===== src/rtl/axis_fifo_hs.sv =====
// rtl/axis_fifo_hs.sv - AXI-stream FIFO with registered output slot, fill level and sticky overflow.
// Optional packet mode under `AXIS_FIFO_PACKET_MODE_EN`.
module axis_fifo_hs #(
  parameter int DATA_WIDTH         = 32,
  parameter int USER_WIDTH         = 32,
  parameter int DEST_WIDTH         = 32,
  parameter int FIFO_DEPTH         = 16,
  parameter int ALMOST_FULL_LEVEL  = FIFO_DEPTH - 2,
  parameter int ALMOST_EMPTY_LEVEL = 2
) (
  input  logic                          clock,
  input  logic                          reset,
  input  logic [DATA_WIDTH-1:0]         in_tdata_i,
  input  logic [USER_WIDTH-1:0]         in_tuser_i,
  input  logic [DEST_WIDTH-1:0]         in_tdest_i,
  input  logic                          in_tlast_i,
  input  logic                          in_tvalid_i,
  output logic                          in_tready_o,
  output logic [DATA_WIDTH-1:0]         out_tdata_o,
  output logic [USER_WIDTH-1:0]         out_tuser_o,
  output logic [DEST_WIDTH-1:0]         out_tdest_o,
  output logic                          out_tlast_o,
  output logic                          out_tvalid_o,
  input  logic                          out_tready_i,
  input  logic                          clear_flags_i,
  output logic [$clog2(FIFO_DEPTH):0]   fill_level_o,
  output logic                          almost_full_o,
  output logic                          almost_empty_o,
  output logic                          overflow_o
);
  localparam int AW = $clog2(FIFO_DEPTH);
  localparam int BW = 1 + DATA_WIDTH + USER_WIDTH + DEST_WIDTH;
  localparam logic [AW:0] DEPTH_L = (AW+1)'(FIFO_DEPTH);
  localparam logic [AW:0] AFULL_L = (AW+1)'(ALMOST_FULL_LEVEL);
  localparam logic [AW:0] AEMPTY_L = (AW+1)'(ALMOST_EMPTY_LEVEL);

  // Memory spans the full depth so packet mode can hold FIFO_DEPTH beats with the slot empty.
  logic [BW-1:0] mem_q [FIFO_DEPTH];
  logic [AW-1:0] wr_ptr_q, wr_ptr_d, rd_ptr_q, rd_ptr_d;
  logic [AW:0]   fill_q, fill_d, mem_count;
  logic          out_valid_q, out_valid_d;
  logic [BW-1:0] out_beat_q, out_beat_d;
  logic          overflow_q, overflow_d;
  logic [BW-1:0] head, beat_in;
  logic          push, pop, load, load_ok;

  assign in_tready_o = reset & (fill_q < DEPTH_L);
  assign beat_in     = {in_tlast_i, in_tdata_i, in_tuser_i, in_tdest_i};
  assign head        = mem_q[rd_ptr_q];
  assign mem_count   = fill_q - {{AW{1'b0}}, out_valid_q};

`ifdef AXIS_FIFO_PACKET_MODE_EN
  logic [AW:0] pkt_cnt_q, pkt_cnt_d;
  logic        release_q, release_d;

  // pkt_cnt counts tlast beats still in memory; release lets an oversized packet drain.
  always_comb begin
    load_ok   = (pkt_cnt_q != '0) | release_q | (fill_q == DEPTH_L);
    pkt_cnt_d = pkt_cnt_q;
    if (push & in_tlast_i)   pkt_cnt_d = pkt_cnt_d + 1'b1;
    if (load & head[BW-1])   pkt_cnt_d = pkt_cnt_d - 1'b1;
    release_d = release_q;
    if (load & head[BW-1])                              release_d = 1'b0;
    else if ((fill_q == DEPTH_L) && (pkt_cnt_q == '0))  release_d = 1'b1;
  end

  always_ff @(posedge clock) begin
    if (!reset) begin
      pkt_cnt_q <= '0;
      release_q <= 1'b0;
    end else begin
      pkt_cnt_q <= pkt_cnt_d;
      release_q <= release_d;
    end
  end
`else
  assign load_ok = 1'b1;
`endif

  always_comb begin
    push = in_tvalid_i & in_tready_o;
    pop  = out_valid_q & out_tready_i;
    load = load_ok & (mem_count != '0) & (~out_valid_q | pop);

    wr_ptr_d = push ? wr_ptr_q + 1'b1 : wr_ptr_q;
    rd_ptr_d = load ? rd_ptr_q + 1'b1 : rd_ptr_q;

    fill_d = fill_q;
    if (push & ~pop)      fill_d = fill_q + 1'b1;
    else if (~push & pop) fill_d = fill_q - 1'b1;

    out_valid_d = out_valid_q;
    out_beat_d  = out_beat_q;
    if (load) begin
      out_valid_d = 1'b1;
      out_beat_d  = head;
    end else if (pop) begin
      out_valid_d = 1'b0;
    end

    overflow_d = (in_tvalid_i & ~in_tready_o) | (overflow_q & ~clear_flags_i);
  end

  always_ff @(posedge clock) begin
    if (push) mem_q[wr_ptr_q] <= beat_in;
  end

  always_ff @(posedge clock) begin
    if (!reset) begin
      wr_ptr_q    <= '0;
      rd_ptr_q    <= '0;
      fill_q      <= '0;
      out_valid_q <= 1'b0;
      out_beat_q  <= '0;
      overflow_q  <= 1'b0;
    end else begin
      wr_ptr_q    <= wr_ptr_d;
      rd_ptr_q    <= rd_ptr_d;
      fill_q      <= fill_d;
      out_valid_q <= out_valid_d;
      out_beat_q  <= out_beat_d;
      overflow_q  <= overflow_d;
    end
  end

  assign out_tvalid_o   = out_valid_q;
  assign out_tlast_o    = out_beat_q[BW-1];
  assign out_tdata_o    = out_beat_q[BW-2 -: DATA_WIDTH];
  assign out_tuser_o    = out_beat_q[DEST_WIDTH +: USER_WIDTH];
  assign out_tdest_o    = out_beat_q[DEST_WIDTH-1:0];
  assign fill_level_o   = fill_q;
  assign almost_full_o  = fill_q >= AFULL_L;
  assign almost_empty_o = fill_q <= AEMPTY_L;
  assign overflow_o     = overflow_q;
endmodule


===== config.mk =====
export PLATFORM = sky130hd
export DESIGN_NAME = axis_fifo_hs
export DESIGN_NICKNAME = d
export VERILOG_FILES = /design/src/rtl/axis_fifo_hs.sv
export SDC_FILE = /design/constraint.sdc
export NUM_CORES = 2
export LEC_CHECK = 0
export BUFFER_PORTS_ARGS = -buffer_cell sky130_fd_sc_hd__buf_2
export CAP_MARGIN = 20
export CORE_ASPECT_RATIO = 1.4
export CORE_MARGIN = 5
export CORE_UTILIZATION = 25
export DETAILED_ROUTE_END_ITERATION = 6
export GPL_ROUTABILITY_DRIVEN = 1
export SKIP_LAST_GASP = 1
export SYNTH_ARGS = -nofsm -noshare
export SYNTH_HDL_FRONTEND = slang
export SYNTH_SLANG_ARGS = --single-unit

===== constraint.sdc =====
create_clock -name clock -period 11.1 [get_ports clock]
set_input_delay 0.555 -clock clock [delete_from_list [all_inputs] [get_ports clock]]
set_output_delay 0.555 -clock clock [all_outputs]
set_load 0.005 [all_outputs]

==> impl_metrics.ini <==
[clocking]
cts_tree = built
insertion_delay_ns = 0.78
cts_setup_buffers = 0
cts.path.max_buffers = 4
post_cts_resized = 0
clk_pin_slew_ns = 0.07
cts_sinks = 1664
cts_root_buf = clkbuf_16
cts_htree_levels = 4
hold_buffers = 0
cts_buffers = 155

[status]
status = complete, no violations

[worst_setup_path]
end_kind = flip-flop
crit_path_start = fill_level_o[0]
r2r-start = fill_level_o[0]
critPathKind = flip-flop to flip-flop
crit_slowest_cell = buf_4
path_delay_family = buffers and inverters
required_ns = 11.77
timing.critical_path.from_type = flip-flop
cp_slowest_stage_delay_ns = 0.72
path_cells = inv_1, ha_1, nor4b_4, a21boi_2, and3_4, buf_4, buf_4, a22oi_1, o21ai_1
path_max_fanout = 38
crit_arrival_ns = 4.52
crit_path_frequent_cell = buf_4
crit_buf_inv = 3

[floorplan]
die_height_microns = 601
pin_count = 209
initial_utilization_pct = 25.0
core_area_sq_mm = 0.249
die_area_sq_mm = 0.260
num_rows = 217
dieWidth_microns = 432

[global_routing]
grt_max_degree = 116
grt_pass1_wl_microns = 218000
gr-total-overflow = 0
grt_pass1_vias = 30600
antenna_found_initial = 52
grt.total_usage_pct = 11.3

[sta]
setup-violations-final = 0
rsz0062_at_grt = false
period_needed_ns = 3.85
max_slew_margin_pct = 29.4
fin_crit_sh_pct = 34.7
final.setup.tns_ns = 0
fin_worst_skew_ns = 0.0437
holdWs_ns = 0.0697
worst_slew_pin_slew_ns = 1.06
slew_violations = 0
fmax_mhz = 260
final_hold_viol_count = 0

[yosys]
ys.flop_type = edfxtp_1
synth-edff-count = 1552
synth.avg_cell_area_sq_um = 23.2
synth.top_cell.area_share_pct = 74.8
ys_seq_area_share_pct = 78.4
ys_types = 36
netlist_area_sq_mm = 0.0623
yosysTopAreaCell = edfxtp_1
synth_cells = 2682
synthesis.nets = 2795
netlist_top_cells_area = edfxtp_1 (75%), mux4_2 (14%), dfxtp_1 (3.6%)
synth-seq-cells = 1664
async_flop_share_pct = 0
ys.warnings.count = 0

[power_and_ir_drop]
vdd_drop_max_uv = 153
internal_power_uw = 11300
pwr-share-comb_pct = 17.2
power_switching_share_pct = 25.2
p_leak_uw = 0.0218
p_sw_uw = 3810
power.share.clock_pct = 34.8
seq_power_share_pct = 48.0
power.total_uw = 15100
power_density_mw_per_mm2 = 209

[place]
globalplace.congestion = 0.693
portBuffers = 208
place_inst = 6088
hpwl_microns = 81900

[final_layout]
final_cells = 6378
syn_to_final_growth_pct = 16.1
nNetsFinal = 3073
drive_gt1_share_pct = 32.6
layout_commonest_cell = edfxtp_1
final_cell_mix = edfxtp_1 (1552), mux4_2 (388), buf_2 (208)

[run]
drv_cap = 0

[routing]
wl_microns = 150000
ant_nets = 0
drt_iter0_drc = 2097
first_pass_iters = 6
vias = 28200
viasPerCell = 4.42
wl_per_cell_microns = 23.6
drcViolationCount = 0

[hold_path]
hold_path_class = input port to flip-flop
min_from = clear_flags_i
## final cells by class
class,instances,area [sq um]
multi-input cells,866,12800
inverters,7,26.3
clock buffers,194,4200
diodes,16,40.0
repair buffers,266,1600
fillers,24000,177000
well taps,3285,4110
flip-flops and latches,1664,48900
clock inverters,80,763
## kinds of logic after synthesis
kind of cell    synth area share, %
buf+inv                        1.39
compound gates                 2.09
simple gates                  0.417
mux                            17.4
xor+xnor                      0.140
fa+ha+maj                     0.233
flops                          78.4
## flip-flops by register name, indices dropped and copies added (netlist names)
name	flops
out_tvalid_o	1
overflow_o	1
mem_q	1552
wr_ptr_q	4
fill_level_o	5
rd_ptr_q	4
out_beat_q	97
## through the flow
step                      util, %  setup slack, ns  area [sq um]
after detailed placement     27.1             7.18         67400
after global routing         29.0             6.81         72300
after floorplan                 -             2.52         62300
after global placement       27.1             7.19         67400
after CTS                    29.0             7.17         72300
final                        29.1             7.25         72400
## layer usage
layer | global-route usage, % | routed length, microns
met5 | 0 | 172
met4 | 2.99 | 3590
met1 | 14.4 | 62200
met3 | 2.74 | 9640
met2 | 19.3 | 74600
## power groups by stage
stage | clock [uW] | sequential (uW) | combinational (uW)
4_1_cts | 5410 | 7280 | 2690
3_5_place_dp | 0 | 7410 | 2690
6_report | 5260 | 7260 | 2600
5_1_grt | 5640 | 7290 | 2850
2_1_floorplan | 0 | 7310 | 1930
3_3_place_gp | 0 | 7400 | 2660
## synth_stat cells, drive strengths merged, types with 2 or more instances
library cell	count
edfxtp	1552
dfxtp	112
xnor2	3
buf	92
xor2	7
nor3	4
nor2	27
ha	10
a21oi	5
mux2i	99
a21o	2
and2	2
mux4	388
a22oi	97
mux2	98
nand2	9
nand4	2
clkbuf	53
o21ai	97
nand2b	4
o31ai	2
inv	7
## final timing paths
path                          to  slack [ns]  cells after the start
setup / recovery   out_beat_q[7]        7.25                      9
hold / removal        overflow_o        0.07                      3
setup reg to reg   out_beat_q[7]        7.25                      9
hold reg to reg   out_beat_q[88]        0.49                      2
## worst reg2reg max path: stages (launching register included)
cell      delay [ns]
dfxtp_1         0.40
inv_1           0.11
ha_1            0.30
nor4b_4         0.14
a21boi_2        0.44
and3_4          0.67
buf_4           0.76
buf_4           0.57
a22oi_1         0.24
o21ai_1         0.11
Power figures use the tool's default switching activity.
